File: src/rtl/dp_seq_ctrl_pkg.sv
// ============================================================================
// dp_seq_pkg : shared types and defaults for the scheduled dataflow sequencer
// Revision   : 1.0
// ============================================================================
`default_nettype none

package dp_seq_pkg;

    localparam int DP_DATAWIDTH = 32;

    typedef enum logic [2:0] {
        IDLE  = 3'd0,
        S_D   = 3'd1,
        S_E   = 3'd2,
        S_F   = 3'd3,
        S_SEL = 3'd4,
        S_SH  = 3'd5
    } state_e;

    typedef enum logic {
        OP_ADD = 1'b0,
        OP_SUB = 1'b1
    } alu_op_e;

endpackage

`default_nettype wire

File: src/rtl/dp_seq_ctrl_if.sv
// ============================================================================
// dp_seq_ctrl_if : request/operand and result bundle of the sequencer
// Revision       : 1.0
// ============================================================================
`default_nettype none

interface dp_seq_ctrl_if #(
    parameter int DATAWIDTH = 32
);
    logic                 start;
    logic [DATAWIDTH-1:0] a;
    logic [DATAWIDTH-1:0] b;
    logic [DATAWIDTH-1:0] c;
    logic                 busy;
    logic                 done;
    logic [DATAWIDTH-1:0] x;
    logic [DATAWIDTH-1:0] z;
    logic                 dlte;
    logic                 deqe;

    modport master (
        output start, a, b, c,
        input  busy, done, x, z, dlte, deqe
    );

    modport slave (
        input  start, a, b, c,
        output busy, done, x, z, dlte, deqe
    );
endinterface

`default_nettype wire

File: src/rtl/dp_seq_ctrl_addsub.sv
// ============================================================================
// dp_addsub : combinational add/subtract unit shared by every schedule step
// Revision  : 1.0
// ============================================================================
`default_nettype none

module dp_addsub
    import dp_seq_pkg::*;
#(
    parameter int DATAWIDTH = DP_DATAWIDTH
) (
    input  alu_op_e              op_i,
    input  logic [DATAWIDTH-1:0] a_i,
    input  logic [DATAWIDTH-1:0] b_i,
    output logic [DATAWIDTH-1:0] y_o
);

    assign y_o = (op_i == OP_SUB) ? (a_i - b_i) : (a_i + b_i);

endmodule

`default_nettype wire

File: src/rtl/dp_seq_ctrl.sv
// ============================================================================
// dp_seq_ctrl : computes d/e/f, compare, select and shift over six states
//               using a single shared adder/subtractor
// Revision    : 1.0
// ============================================================================
`default_nettype none

module dp_seq_ctrl
    import dp_seq_pkg::*;
#(
    parameter int DATAWIDTH = DP_DATAWIDTH
) (
    input  logic         Clk,
    input  logic         Rst,
    dp_seq_ctrl_if.slave bus
);

    state_e               state_q, state_d;
    logic [DATAWIDTH-1:0] ra_q, ra_d, rb_q, rb_d, rc_q, rc_d;
    logic [DATAWIDTH-1:0] d_q, d_d, e_q, e_d, f_q, f_d;
    logic [DATAWIDTH-1:0] g_q, g_d, h_q, h_d;
    logic [DATAWIDTH-1:0] x_q, x_d, z_q, z_d;
    logic                 dlte_q, dlte_d, deqe_q, deqe_d, done_q, done_d;

    alu_op_e              alu_op;
    logic [DATAWIDTH-1:0] alu_b, alu_y;
    logic                 w_lt, w_eq;
    logic [DATAWIDTH-1:0] w_g, w_h;

    // Operand A is always ra; only the B-side mux and the op change per state.
    dp_addsub #(.DATAWIDTH(DATAWIDTH)) u_addsub (
        .op_i (alu_op),
        .a_i  (ra_q),
        .b_i  (alu_b),
        .y_o  (alu_y)
    );

    assign w_lt = (d_q < e_q);
    assign w_eq = (d_q == e_q);
    assign w_g  = w_lt ? e_q : d_q;
    assign w_h  = w_eq ? f_q : w_g;

    always_comb begin
        state_d = state_q;
        ra_d    = ra_q;
        rb_d    = rb_q;
        rc_d    = rc_q;
        d_d     = d_q;
        e_d     = e_q;
        f_d     = f_q;
        g_d     = g_q;
        h_d     = h_q;
        x_d     = x_q;
        z_d     = z_q;
        dlte_d  = dlte_q;
        deqe_d  = deqe_q;
        done_d  = 1'b0;
        alu_op  = OP_ADD;
        alu_b   = rb_q;
        case (state_q)
            IDLE: begin
                if (bus.start) begin
                    ra_d    = bus.a;
                    rb_d    = bus.b;
                    rc_d    = bus.c;
                    state_d = S_D;
                end
            end
            S_D: begin
                d_d     = alu_y;
                state_d = S_E;
            end
            S_E: begin
                alu_b   = rc_q;
                e_d     = alu_y;
                state_d = S_F;
            end
            S_F: begin
                alu_op  = OP_SUB;
                f_d     = alu_y;
                state_d = S_SEL;
            end
            S_SEL: begin
                g_d     = w_g;
                h_d     = w_h;
                dlte_d  = w_lt;
                deqe_d  = w_eq;
                state_d = S_SH;
            end
            S_SH: begin
                x_d     = g_q << dlte_q;
                z_d     = h_q >> deqe_q;
                done_d  = 1'b1;
                state_d = IDLE;
            end
            default: state_d = IDLE;
        endcase
    end

    always_ff @(posedge Clk) begin
        if (!Rst) begin
            state_q <= IDLE;
            ra_q    <= '0;
            rb_q    <= '0;
            rc_q    <= '0;
            d_q     <= '0;
            e_q     <= '0;
            f_q     <= '0;
            g_q     <= '0;
            h_q     <= '0;
            x_q     <= '0;
            z_q     <= '0;
            dlte_q  <= 1'b0;
            deqe_q  <= 1'b0;
            done_q  <= 1'b0;
        end else begin
            state_q <= state_d;
            ra_q    <= ra_d;
            rb_q    <= rb_d;
            rc_q    <= rc_d;
            d_q     <= d_d;
            e_q     <= e_d;
            f_q     <= f_d;
            g_q     <= g_d;
            h_q     <= h_d;
            x_q     <= x_d;
            z_q     <= z_d;
            dlte_q  <= dlte_d;
            deqe_q  <= deqe_d;
            done_q  <= done_d;
        end
    end

    assign bus.busy = (state_q != IDLE);
    assign bus.done = done_q;
    assign bus.x    = x_q;
    assign bus.z    = z_q;
    assign bus.dlte = dlte_q;
    assign bus.deqe = deqe_q;

endmodule

`default_nettype wire

File: src/flat_wrapper.sv
// flat-port wrapper written by rule: the top's interface ports become plain ports
module dp_seq_ctrl_flat import dp_seq_pkg::*;
#(
    parameter int DATAWIDTH = DP_DATAWIDTH
)
  (Clk, Rst, bus_start, bus_a, bus_b, bus_c, bus_busy, bus_done, bus_x, bus_z, bus_dlte, bus_deqe);
  dp_seq_ctrl_if #(.DATAWIDTH(DATAWIDTH)) bus_i ();
  input  logic Clk;
  input  logic Rst;
  input wire logic [$bits(bus_i.start)-1:0] bus_start;
  input wire logic [$bits(bus_i.a)-1:0] bus_a;
  input wire logic [$bits(bus_i.b)-1:0] bus_b;
  input wire logic [$bits(bus_i.c)-1:0] bus_c;
  output wire logic [$bits(bus_i.busy)-1:0] bus_busy;
  output wire logic [$bits(bus_i.done)-1:0] bus_done;
  output wire logic [$bits(bus_i.x)-1:0] bus_x;
  output wire logic [$bits(bus_i.z)-1:0] bus_z;
  output wire logic [$bits(bus_i.dlte)-1:0] bus_dlte;
  output wire logic [$bits(bus_i.deqe)-1:0] bus_deqe;
  assign bus_i.start = bus_start;
  assign bus_i.a = bus_a;
  assign bus_i.b = bus_b;
  assign bus_i.c = bus_c;
  assign bus_busy = bus_i.busy;
  assign bus_done = bus_i.done;
  assign bus_x = bus_i.x;
  assign bus_z = bus_i.z;
  assign bus_dlte = bus_i.dlte;
  assign bus_deqe = bus_i.deqe;
  dp_seq_ctrl #(.DATAWIDTH(DATAWIDTH)) u_core (.Clk(Clk), .Rst(Rst), .bus(bus_i));
endmodule
File: config.mk
export PLATFORM = sky130hd
export DESIGN_NAME = dp_seq_ctrl_flat
export DESIGN_NICKNAME = d
export VERILOG_FILES = /design/src/rtl/dp_seq_ctrl_pkg.sv /design/src/rtl/dp_seq_ctrl_if.sv /design/src/rtl/dp_seq_ctrl_addsub.sv /design/src/rtl/dp_seq_ctrl.sv /design/src/flat_wrapper.sv
export SDC_FILE = /design/constraint.sdc
export NUM_CORES = 1
export LEC_CHECK = 0
export CAP_MARGIN = 20
export CELL_PAD_IN_SITES_DETAIL_PLACEMENT = 0
export CELL_PAD_IN_SITES_GLOBAL_PLACEMENT = 1
export CORE_MARGIN = 8
export CORE_UTILIZATION = 43
export CTS_CLUSTER_SIZE = 24
export DETAILED_ROUTE_END_ITERATION = 10
export PLACE_DENSITY = 0.91
export RECOVER_POWER = 50
export SYNTH_ARGS = -nofsm -noshare
export SYNTH_HDL_FRONTEND = slang
export SYNTH_SLANG_ARGS = --single-unit
File: constraint.sdc
create_clock -name Clk -period 5.2 [get_ports Clk]
set_input_delay 0.78 -clock Clk [delete_from_list [all_inputs] [get_ports Clk]]
set_output_delay 0.78 -clock Clk [all_outputs]
set_load 0.02 [all_outputs]
Yosys cells after proc, flatten, opt, wreduce, memory -nomap -nowiden
Cells that the tools add are included.

storage, ports and cells
  register bits = 326
  bits in latches = 0
  memory bits (writable) = 0
  bits in read-only memories = 0
  output and inout bits = 68
  memories = 0

operators by class
  add/sub/neg operators = 2
  multipliers = 0
  div/mod/pow operators = 0
  magnitude comparators = 1
  eq/ne operators = 7
  shift operators = 2
  multiplexer cells = 8
  bitwise gates (word level) = 0
  reduce and logical (&&, ||, !) cells = 3

operator list
  kind                                                                    number
  32-bit 2-to-1 mux                                                       4
  32-bit adder                                                            1
  32-bit equality test                                                    1
  32-bit less-than comparator                                             1
  32-bit by 1-bit left shift with 32-bit output                           1
  32-bit by 1-bit >> shifter with 32-bit output                           1
  32-bit subtractor                                                       1
  3-bit case mux with 5 select lines                                      1
  3-bit by 2-bit equality test with 1-bit output (second input constant)  2
  3-bit equality test (second input constant)                             2
  3-bit by 1-bit equality test with 1-bit output (second input constant)  1
  3-bit logical NOT                                                       1
  3-bit 2-to-1 mux                                                        1
  3-bit nonzero test                                                      1
  1-bit 2-to-1 mux                                                        2
  2-bit inequality test (second input constant)                           1
  2-bit AND reduction                                                     1

Logic depth before layout (Yosys ltp)
Gate-level depths: netlist (run 1).

  word-level depth = 4
  depth in mapped cells = 19

By module
From an unflattened synthesis (run 1), not the netlist that was laid out.

second synthesis, totals
  cell total of the unflattened synthesis = 2265
  area total of the unflattened synthesis = 17212.8 um^2

by module, submodules not included
  module       instances  cells an instance  area an instance (um^2)  sequential area each (um^2)
  dp_seq_ctrl  1          1915               14863.0                  6526.3
  dp_addsub    1          350                2349.8                   0.0

Least setup slack after synthesis (run 1)
OpenSTA, ideal clock, no wires.

  path kind = reg2reg
  start = reg u_core.state_q[2]
  end = reg u_core.d_q[22]
  library setup time = 0.132 ns
  data arrival time = 4.135 ns
  data required time = 5.068 ns
  setup slack = 0.933 ns
  stages on the path, launching flop included = 20
  period minus slack after synthesis = 4.267 ns
  path through = dfxtp_1 -> nor3b_2 -> buf_6 -> buf_2 -> buf_2 -> buf_1 -> clkbuf_1 -> nand2_1 -> nand2_1 -> ha_1 -> inv_1 -> fa_1 -> a21o_1 -> a311oi_1 -> nand4b_1 -> a211oi_1 -> a311o_1 -> or3_1 -> nand3_1 -> a21oi_1

on the way
  cells in the longest elaborated chain, start to end = 4
  elaborated cells on any way between the ends = 8
  those cells by class = add/sub: 2; eq/ne: 3; mux: 3

ends and longest elaborated chain
  element                                            line                      source
  start: declaration                                 dp_seq_ctrl.sv:18         state_e state_q, state_d;
  start signal: assignment                           dp_seq_ctrl.sv:117        state_q <= state_d;
  3-bit by 2-bit equality test with 1-bit output     dp_seq_ctrl.sv:60         case (state_q)
  32-bit 2-to-1 mux                                  dp_seq_ctrl.sv:60
  32-bit adder or 32-bit subtractor (tied branches)  dp_seq_ctrl_addsub.sv:18  assign y_o = (op_i == OP_SUB) ? (a_i - b_i) : (a_i + b_i);
  32-bit 2-to-1 mux                                  dp_seq_ctrl_addsub.sv:18
  end signal: assignment                             dp_seq_ctrl.sv:106        d_q <= '0;
  end signal: assignment                             dp_seq_ctrl.sv:121        d_q <= d_d;
  end: declaration                                   dp_seq_ctrl.sv:20         logic [DATAWIDTH-1:0] d_q, d_d, e_q, e_d, f_q, f_d;

Parallel ways exist; a longest one is shown, timed or not.
A chain may end at the register's enable or synchronous reset.

Final worst setup path (run 1)
  start = reg u_core.state_q[1]
  end = reg u_core.e_q[25]

on the way
  cells in the longest elaborated chain, start to end = 4
  elaborated cells on any way between the ends = 7
  those cells by class = add/sub: 2; eq/ne: 2; mux: 3

ends and longest elaborated chain
  element                                            line                      source
  3-bit by 2-bit equality test with 1-bit output     dp_seq_ctrl.sv:60
  32-bit 2-to-1 mux                                  dp_seq_ctrl.sv:60
  32-bit adder or 32-bit subtractor (tied branches)  dp_seq_ctrl_addsub.sv:18
  32-bit 2-to-1 mux                                  dp_seq_ctrl_addsub.sv:18
  end signal: assignment                             dp_seq_ctrl.sv:107        e_q <= '0;
  end signal: assignment                             dp_seq_ctrl.sv:122        e_q <= e_d;
  end: declaration                                   dp_seq_ctrl.sv:20

Parallel ways exist; a longest one is shown, timed or not.

==> parameters.txt, run 1 <==
Parameter                              Value

Setup path
  Worst setup SP type    flip-flop
  Kind of critical path    flip-flop to flip-flop
  Library cell appearing most often on the critical path    sky130_fd_sc_hd__a21oi_1
  Cell with the largest stage delay on the worst path    sky130_fd_sc_hd__o311ai_0
  Critical Path RT    approximately 5600 ps
  Cell Chain, Critical Path    nor3b_4 > buf_4 > buf_4 > mux2i_1 > and2_1 > a21oi_1 > xor2_1 > ha_1 > and3_1 > o211a_1 > a21oi_1 > nor2b_1 > a21oi_1 > o311ai_0 > nand2_1 > a21oi_1
  Kind of end point of the critical path    flip-flop
  Biggest cell delay along the critical path    between 600 and 700 ps
  Worst endpoint data arrival time    5160 ps
  Biggest fanout along the worst timing path    26

Yosys
  Sequential element share of the synthesized area    0.4147
  Syn_area_per_cell    ~8 µm²
  Post-Synthesis Cell Area    roughly 16,000 µm²
  Async S/R FF share, synth    0
  Cells after Synth    between 1,500 and 2,000
  Yosys reg bits    between 300 and 400
  Syn Nets    around 2,100
  Number of warnings printed during yosys synthesis    0
  Number of library cell types mapped by synthesis    73
  Predominant post-synthesis flop cell    sky130_fd_sc_hd__dfxtp_1
  Number of flops mapped to enable cells by yosys    0

Floorplan
  Horizontal die dimension    about 210 µm
  Row Count    70
  Core area    about 36,000 µm²
  Die Y-Extent    roughly 210 µm
  Initial core utilization    0.4330
  Area of the die    around 43,000 µm²
  I/O pin count    around 170

STA
  Fin Clk Skew    approximately 17 ps
  Fin crit period    4721 ps
  Number of failing hold endpoints at the final stage    0
  Max-slew violation count    around 240
  Tightest hold margin    456.9 ps
  Final-layout setup total negative slack    0 ps
  Final worst-path cycle share    0.9079
  Setup repair after global routing missed its margin    false
  Post-route worst setup slack    around 480 ps
  Maximum operating frequency    ~0.21 GHz
  Number of failing setup endpoints in the final timing report    0
  Max-slew headroom at the worst pin    -1.069
  Slew at the pin closest to its max-slew limit    3103 ps

Finish
  Growth of design area from synthesis to finish    19.60%
  Fraction of layout cells with a size suffix above 1    0.04792
  Commonest cells after routing, fill and taps aside    sky130_fd_sc_hd__nand2_1 (327), sky130_fd_sc_hd__dfxtp_1 (324), sky130_fd_sc_hd__a21oi_1 (243)
  Filler cell count in the final layout    3,440
  Count of nets after finishing    ~2,200
  Antenna fix cells    0
  Commonest non-fill, non-tap cell in the layout    sky130_fd_sc_hd__nand2_1
  Number of non-filler instances in the completed layout    about 2,500

Clock tree
  Number of CTS-inserted buffers    36
  Setup repair bufs after CTS    0
  Maximum number of buffers from clock root to sink    3
  Number of gates given a new drive strength after cts    0
  TritonCTS Sinks    ~330
  TritonCTS clock tree    done
  Root buf cell    sky130_fd_sc_hd__clkbuf_16
  Total number of H-tree levels    2
  Clock slew at reported path FFs    ~60 ps
  Clk_lat worst skew    between 500 and 600 ps
  Post-CTS Hold Buffers    0

Placement
  Dpl ws    490.0 ps
  Placed cell count    roughly 2,400
  HPWL after detailed placement    29,760 µm
  Count of buffers from port buffering    around 170
  Final GP Congestion    approximately 0.86

Run status
  Run status    complete, but fails checks
  Failing checks    max-capacitance violations, max-slew violations

Power and ir drop
  Pwr/cell area    400.1 nW/µm²
  PnR Total Power    0.007531 W
  P_leak    6.940 nW
  Worst ir drop on vdd    0.2499 mV

Drt
  Routed vias    ~14,000
  Number of design rule violations left after detail routing    0
  Detailed-router iteration count before antenna repair    5
  Antenna viol nets, final    0
  Number of vias per cell    about 5.5
  DRT iter0 DRCs    roughly 1,100
  Detail-routed net length per standard cell    16.48 µm
  Routed wire length    slightly above 40,000 µm

Hold path
  Hold Crit Class    flip-flop to flip-flop

Global routing
  Total routing resource utilization after global routing    0.1814
  Vias in the first global route    ~13,000
  Wire length of the first global-routing pass    66,810 µm
  Antenna violations before repair    0
  Largest net degree at the start of global routing    113
  Global-route congestion overflow total    0

Flow run
  Maxcap violations    4
==> stage by stage <==
step,utilization,area [µm²]
floorplan,-,15740
global placement,0.4843,17600
detailed placement,0.4847,17620
CTS,0.5168,18790
global route,0.5179,18820
finish,0.5179,18820
==> flip-flops by register name (all words and copies together) (netlist names) <==
signal	flops
u_core.bus.x	32
u_core.bus.z	32
u_core.d_q	32
u_core.e_q	32
u_core.f_q	32
u_core.g_q	32
u_core.h_q	32
u_core.ra_q	32
u_core.rb_q	32
u_core.rc_q	32
u_core.state_q	3
u_core.bus.deqe	1
u_core.bus.dlte	1
u_core.bus.done	1
==> worst max-delay path: cells and delay by family, from the launching register on <==
family / cells / cell delay (ps)
flip-flops: 1 / 550
AND/OR/NAND/NOR: 5 / 1200
XOR/XNOR: 1 / 180
adder cells (fa/ha/maj): 1 / 450
multiplexers: 1 / 290
buffers and inverters: 2 / 740
AO/OA/AOI/OAI: 6 / 1220
==> final cells by class <==
cell class,instances,area [µm²],share of cell area
tap,468,585.6,0.03111
multi-input combinational,1406,8529,0.4531
clock inverter,9,116.4,0.006182
clock buffer,52,1051,0.05584
sequential,326,6529,0.3468
timing repair buffer,187,1842,0.09785
inverter,44,170.2,0.009040
==> report_power, final <==
| part | internal [W] | leakage (nW) | switching [W] |
|---|---|---|---|
| Sequential | 0.00265 | 2.65 | 0.000135 |
| Combinational | 0.000894 | 3.72 | 0.00134 |
| Clock | 0.00150 | 0.573 | 0.00100 |
| Total | 0.00505 | 6.94 | 0.00248 |
==> cell usage after synthesis, drive strengths merged, types with 7 or more instances <==
cell | n | area, µm²
xnor2 | 19 | 166.4
ha | 63 | 788.3
mux2i | 125 | 1251
nand2 | 328 | 1234
dfxtp | 326 | 6526
o21ai | 118 | 590.6
clkbuf | 111 | 416.7
nand4 | 13 | 87.58
a21oi | 244 | 1225
nor2 | 127 | 476.7
o21a | 8 | 60.06
and3 | 7 | 43.79
inv | 44 | 165.2
nand3 | 50 | 250.2
nor4 | 8 | 56.30
a21o | 24 | 180.2
a22oi | 32 | 240.2
buf | 23 | 118.9
and2 | 8 | 50.05
a211oi | 71 | 533.0
or3 | 8 | 50.05
nor3 | 28 | 145.1
xor2 | 32 | 280.3
==> cells by family (layout without fill, tap and decap cells) <==
kind of cell	after synthesis	after routing	synth area share
adder cells (fa/ha/maj)	64	64	0.05136
AND/OR/NAND/NOR	611	611	0.1693
XOR/XNOR	51	51	0.02838
flip-flops	326	326	0.4147
multiplexers	128	128	0.08164
buffers and inverters	178	292	0.04452
AO/OA/AOI/OAI	552	552	0.2101
==> per-layer routing <==
metal	global-route usage	share of wire	wire length, µm
met5	0	0	0
met2	0.2686	0.41	16930
met1	0.2647	0.50	20650
met3	0.03986	0.068	2796
met4	0.04067	0.017	690
==> worst paths after layout <==
kind | startpoint | end | cells after the start | slack (ps)
worst min register to register | u_core.f_q[23] | u_core.f_q[23] | 2 | 460
worst max-delay path | u_core.state_q[1] | u_core.e_q[25] | 16 | 480
worst min-delay path | u_core.f_q[23] | u_core.f_q[23] | 2 | 460
worst max register to register | u_core.state_q[1] | u_core.e_q[25] | 16 | 480
No activity file was read; power rests on OpenSTA's default activity.
==> run 2, diff against run 1 <==
CORE_UTILIZATION = 48   (was 43)
DONT_BUFFER_PORTS = 1   (was unset)
==> parameters.txt, run 2 (synthesis gave the netlist of run 1 again) <==
Parameter                              Value

Placement
  Instance area after placement    ~16,000 µm²
  Count of buffers from port buffering    0
  Final GP Congestion    0.8612
  HPWL after detailed placement    ~29,000 µm

Setup path
  Biggest fanout along the worst timing path    27
  Worst Path Buf+Inv    2
  Library cell appearing most often on the critical path    sky130_fd_sc_hd__a21oi_1
  Cell Chain, Critical Path    nor3b_4 > buf_4 > buf_4 > mux2i_1 > and2_1 > a21oi_1 > xor2_1 > ha_1 > and3_1 > o211a_1 > a21oi_1 > nor2b_1 > a21oi_1 > o311ai_0 > nand2_1 > a21oi_1
  Dominant delay contributor by cell family on the critical path    simple AND/OR/NAND/NOR gates
  Critical Path RT    about 5600 ps
  Worst endpoint data arrival time    5180 ps
  Worst setup SP type    flip-flop
  Kind of end point of the critical path    flip-flop
  Biggest cell delay along the critical path    around 630 ps
  Kind of critical path    flip-flop to flip-flop
  Cell with the largest stage delay on the worst path    sky130_fd_sc_hd__o311ai_0

Finish
  Summed area of non-filler cells in the final layout    17,120 µm²
  Filler cell count in the final layout    3,124
  Growth of design area from synthesis to finish    8.777%
  Count of nets after finishing    1,995
  Commonest cells after routing, fill and taps aside    sky130_fd_sc_hd__nand2_1 (326), sky130_fd_sc_hd__dfxtp_1 (325), sky130_fd_sc_hd__a21oi_1 (243)
  Fraction of layout cells with a size suffix above 1    0.05439
  Commonest non-fill, non-tap cell in the layout    sky130_fd_sc_hd__nand2_1
  Antenna fix cells    0

Power and ir drop
  P_leak    approximately 6.1 nW
  Pwr/cell area    around 440 nW/µm²
  PnR Total Power    around 0.0075 W
  Comb power frac    0.283
  Worst ir drop on vdd    0.3199 mV
  Sequential Power Share    0.373
  Reported net switching power    between 0.002 and 0.0025 W
  Switching share of power    0.3308
  Internal Power    0.005012 W
  Clk pwr share    0.344

Drt
  Detail-routed net length per standard cell    17.43 µm
  Detailed-router iteration count before antenna repair    6
  Antenna viol nets, final    0
  Routed vias    between 10,000 and 15,000
  DRT iter0 DRCs    ~940
  Number of design rule violations left after detail routing    0
  Routed wire length    40,070 µm
  Number of vias per cell    roughly 5.7

Global routing
  Wire length of the first global-routing pass    64,310 µm
  Global-route congestion overflow total    0
  Largest net degree at the start of global routing    97
  Antenna violations before repair    0
  Vias in the first global route    12,066
  Total routing resource utilization after global routing    0.1989

Run status
  Run status    complete, but fails checks
  Failing checks    max-capacitance violations, max-slew violations

STA
  Maximum operating frequency    approximately 0.21 GHz
  Number of failing hold endpoints at the final stage    0
  Max-slew violation count    about 360
  Max-slew headroom at the worst pin    -1.123
  Slew at the pin closest to its max-slew limit    approximately 3200 ps
  Fin Clk Skew    about 15 ps
  Final-layout setup total negative slack    0 ps
  Setup repair after global routing missed its margin    false
  Final worst-path cycle share    0.9139
  Number of failing setup endpoints in the final timing report    0
  Fin crit period    approximately 4800 ps

Clock tree
  Clock slew at reported path FFs    around 60 ps
  Number of gates given a new drive strength after cts    0
  TritonCTS Sinks    approximately 330
  Number of CTS-inserted buffers    35
  Root buf cell    sky130_fd_sc_hd__clkbuf_16
  Setup repair bufs after CTS    0
  TritonCTS clock tree    done
  Post-CTS Hold Buffers    0
  Maximum number of buffers from clock root to sink    3
  Clk_lat worst skew    520 ps
  Total number of H-tree levels    2

Flow run
  Maxcap violations    5

Hold path
  Hold Crit Class    input port to flip-flop

Floorplan
  I/O pin count    167
  Area of the die    38,840 µm²
  Row Count    66
  Initial core utilization    0.4850
  Horizontal die dimension    approximately 200 µm
  Core area    32,450 µm²
  Die Y-Extent    around 200 µm
-- run 2: changes by cell type in the layout (fill, tap and decap cells not counted), moves of 2 or more --
| cell | change |
|---|---|
| sky130_fd_sc_hd__dlygate4sd3_1 | -65 |
| sky130_fd_sc_hd__clkbuf_1 | -7 |
| sky130_fd_sc_hd__clkdlybuf4s50_1 | -100 |
| sky130_fd_sc_hd__buf_4 | +2 |
| sky130_fd_sc_hd__clkbuf_8 | -2 |
| sky130_fd_sc_hd__bufinv_16 | +2 |
| sky130_fd_sc_hd__clkinv_2 | +4 |
| sky130_fd_sc_hd__inv_6 | -2 |
-- run 2: worst register-to-register path, delay by kind of cell, from the launching register on --
kind	cells	cell delay (ps)
adders and majority gates	1	440
xor gates and xnor gates	1	170
and+or+nand+nor	5	1210
muxes	1	300
DFF	1	550
buffers and inverters	2	770
AOI/OAI and AO/OA	6	1200
-- run 2: worst paths after layout --
| check | cells after the start | end | slack [ps] | from |
|---|---|---|---|---|
| hold reg to reg | 2 | u_core.f_q[10] | 460 | u_core.f_q[10] |
| setup reg to reg | 16 | u_core.e_q[25] | 450 | u_core.state_q[1] |
| setup / recovery | 16 | u_core.e_q[25] | 450 | u_core.state_q[1] |
| hold / removal | 2 | u_core.rb_q[19] | 390 | bus_b[19] |
-- run 2: layout make-up --
| cell class | instances | area, µm² | area share |
|---|---|---|---|
| repair buffers | 19 | 147.6 | 0.008624 |
| clock inverters | 16 | 207.7 | 0.01213 |
| multi-input cells | 1406 | 8531 | 0.4983 |
| clock buffers | 46 | 987.2 | 0.05766 |
| flip-flops and latches | 326 | 6528 | 0.3813 |
| inverters | 44 | 166.4 | 0.009720 |
| well taps | 442 | 553.0 | 0.03230 |
-- run 2: power groups by stage --
stage / registers [W] / clock network (W) / logic, W
floorplan: 0.00280 / 0 / 0.00168
global placement: 0.00284 / 0 / 0.00208
detailed placement: 0.00285 / 0 / 0.00210
CTS: 0.00279 / 0.00262 / 0.00211
global route: 0.00282 / 0.00272 / 0.00233
finish: 0.00280 / 0.00257 / 0.00212
-- run 2: routing by layer --
metal / global-route usage / up-vias / share of wire
met2: 0.2963 / 398 / 0.42
met4: 0.04179 / 0 / 0.016
li1: - / 6587 / -
met1: 0.2906 / 6000 / 0.49
met5: 0 / - / 0
met3: 0.04310 / 48 / 0.076
-- run 2: per-stage QoR --
| stage | utilization | setup WS [ps] | hold WS [ps] | cells |
|---|---|---|---|---|
| floorplan | - | 932.8 | 432.9 | 1910 |
| global placement | 0.4904 | 733.6 | 445.2 | 2235 |
| detailed placement | 0.4908 | 510.7 | 449.1 | 2236 |
| CTS | 0.5276 | 506.8 | 366.8 | 2298 |
| global route | 0.5275 | 4.878 | 370.5 | 2299 |
| finish | 0.5275 | 447.9 | 388.2 | 2299 |
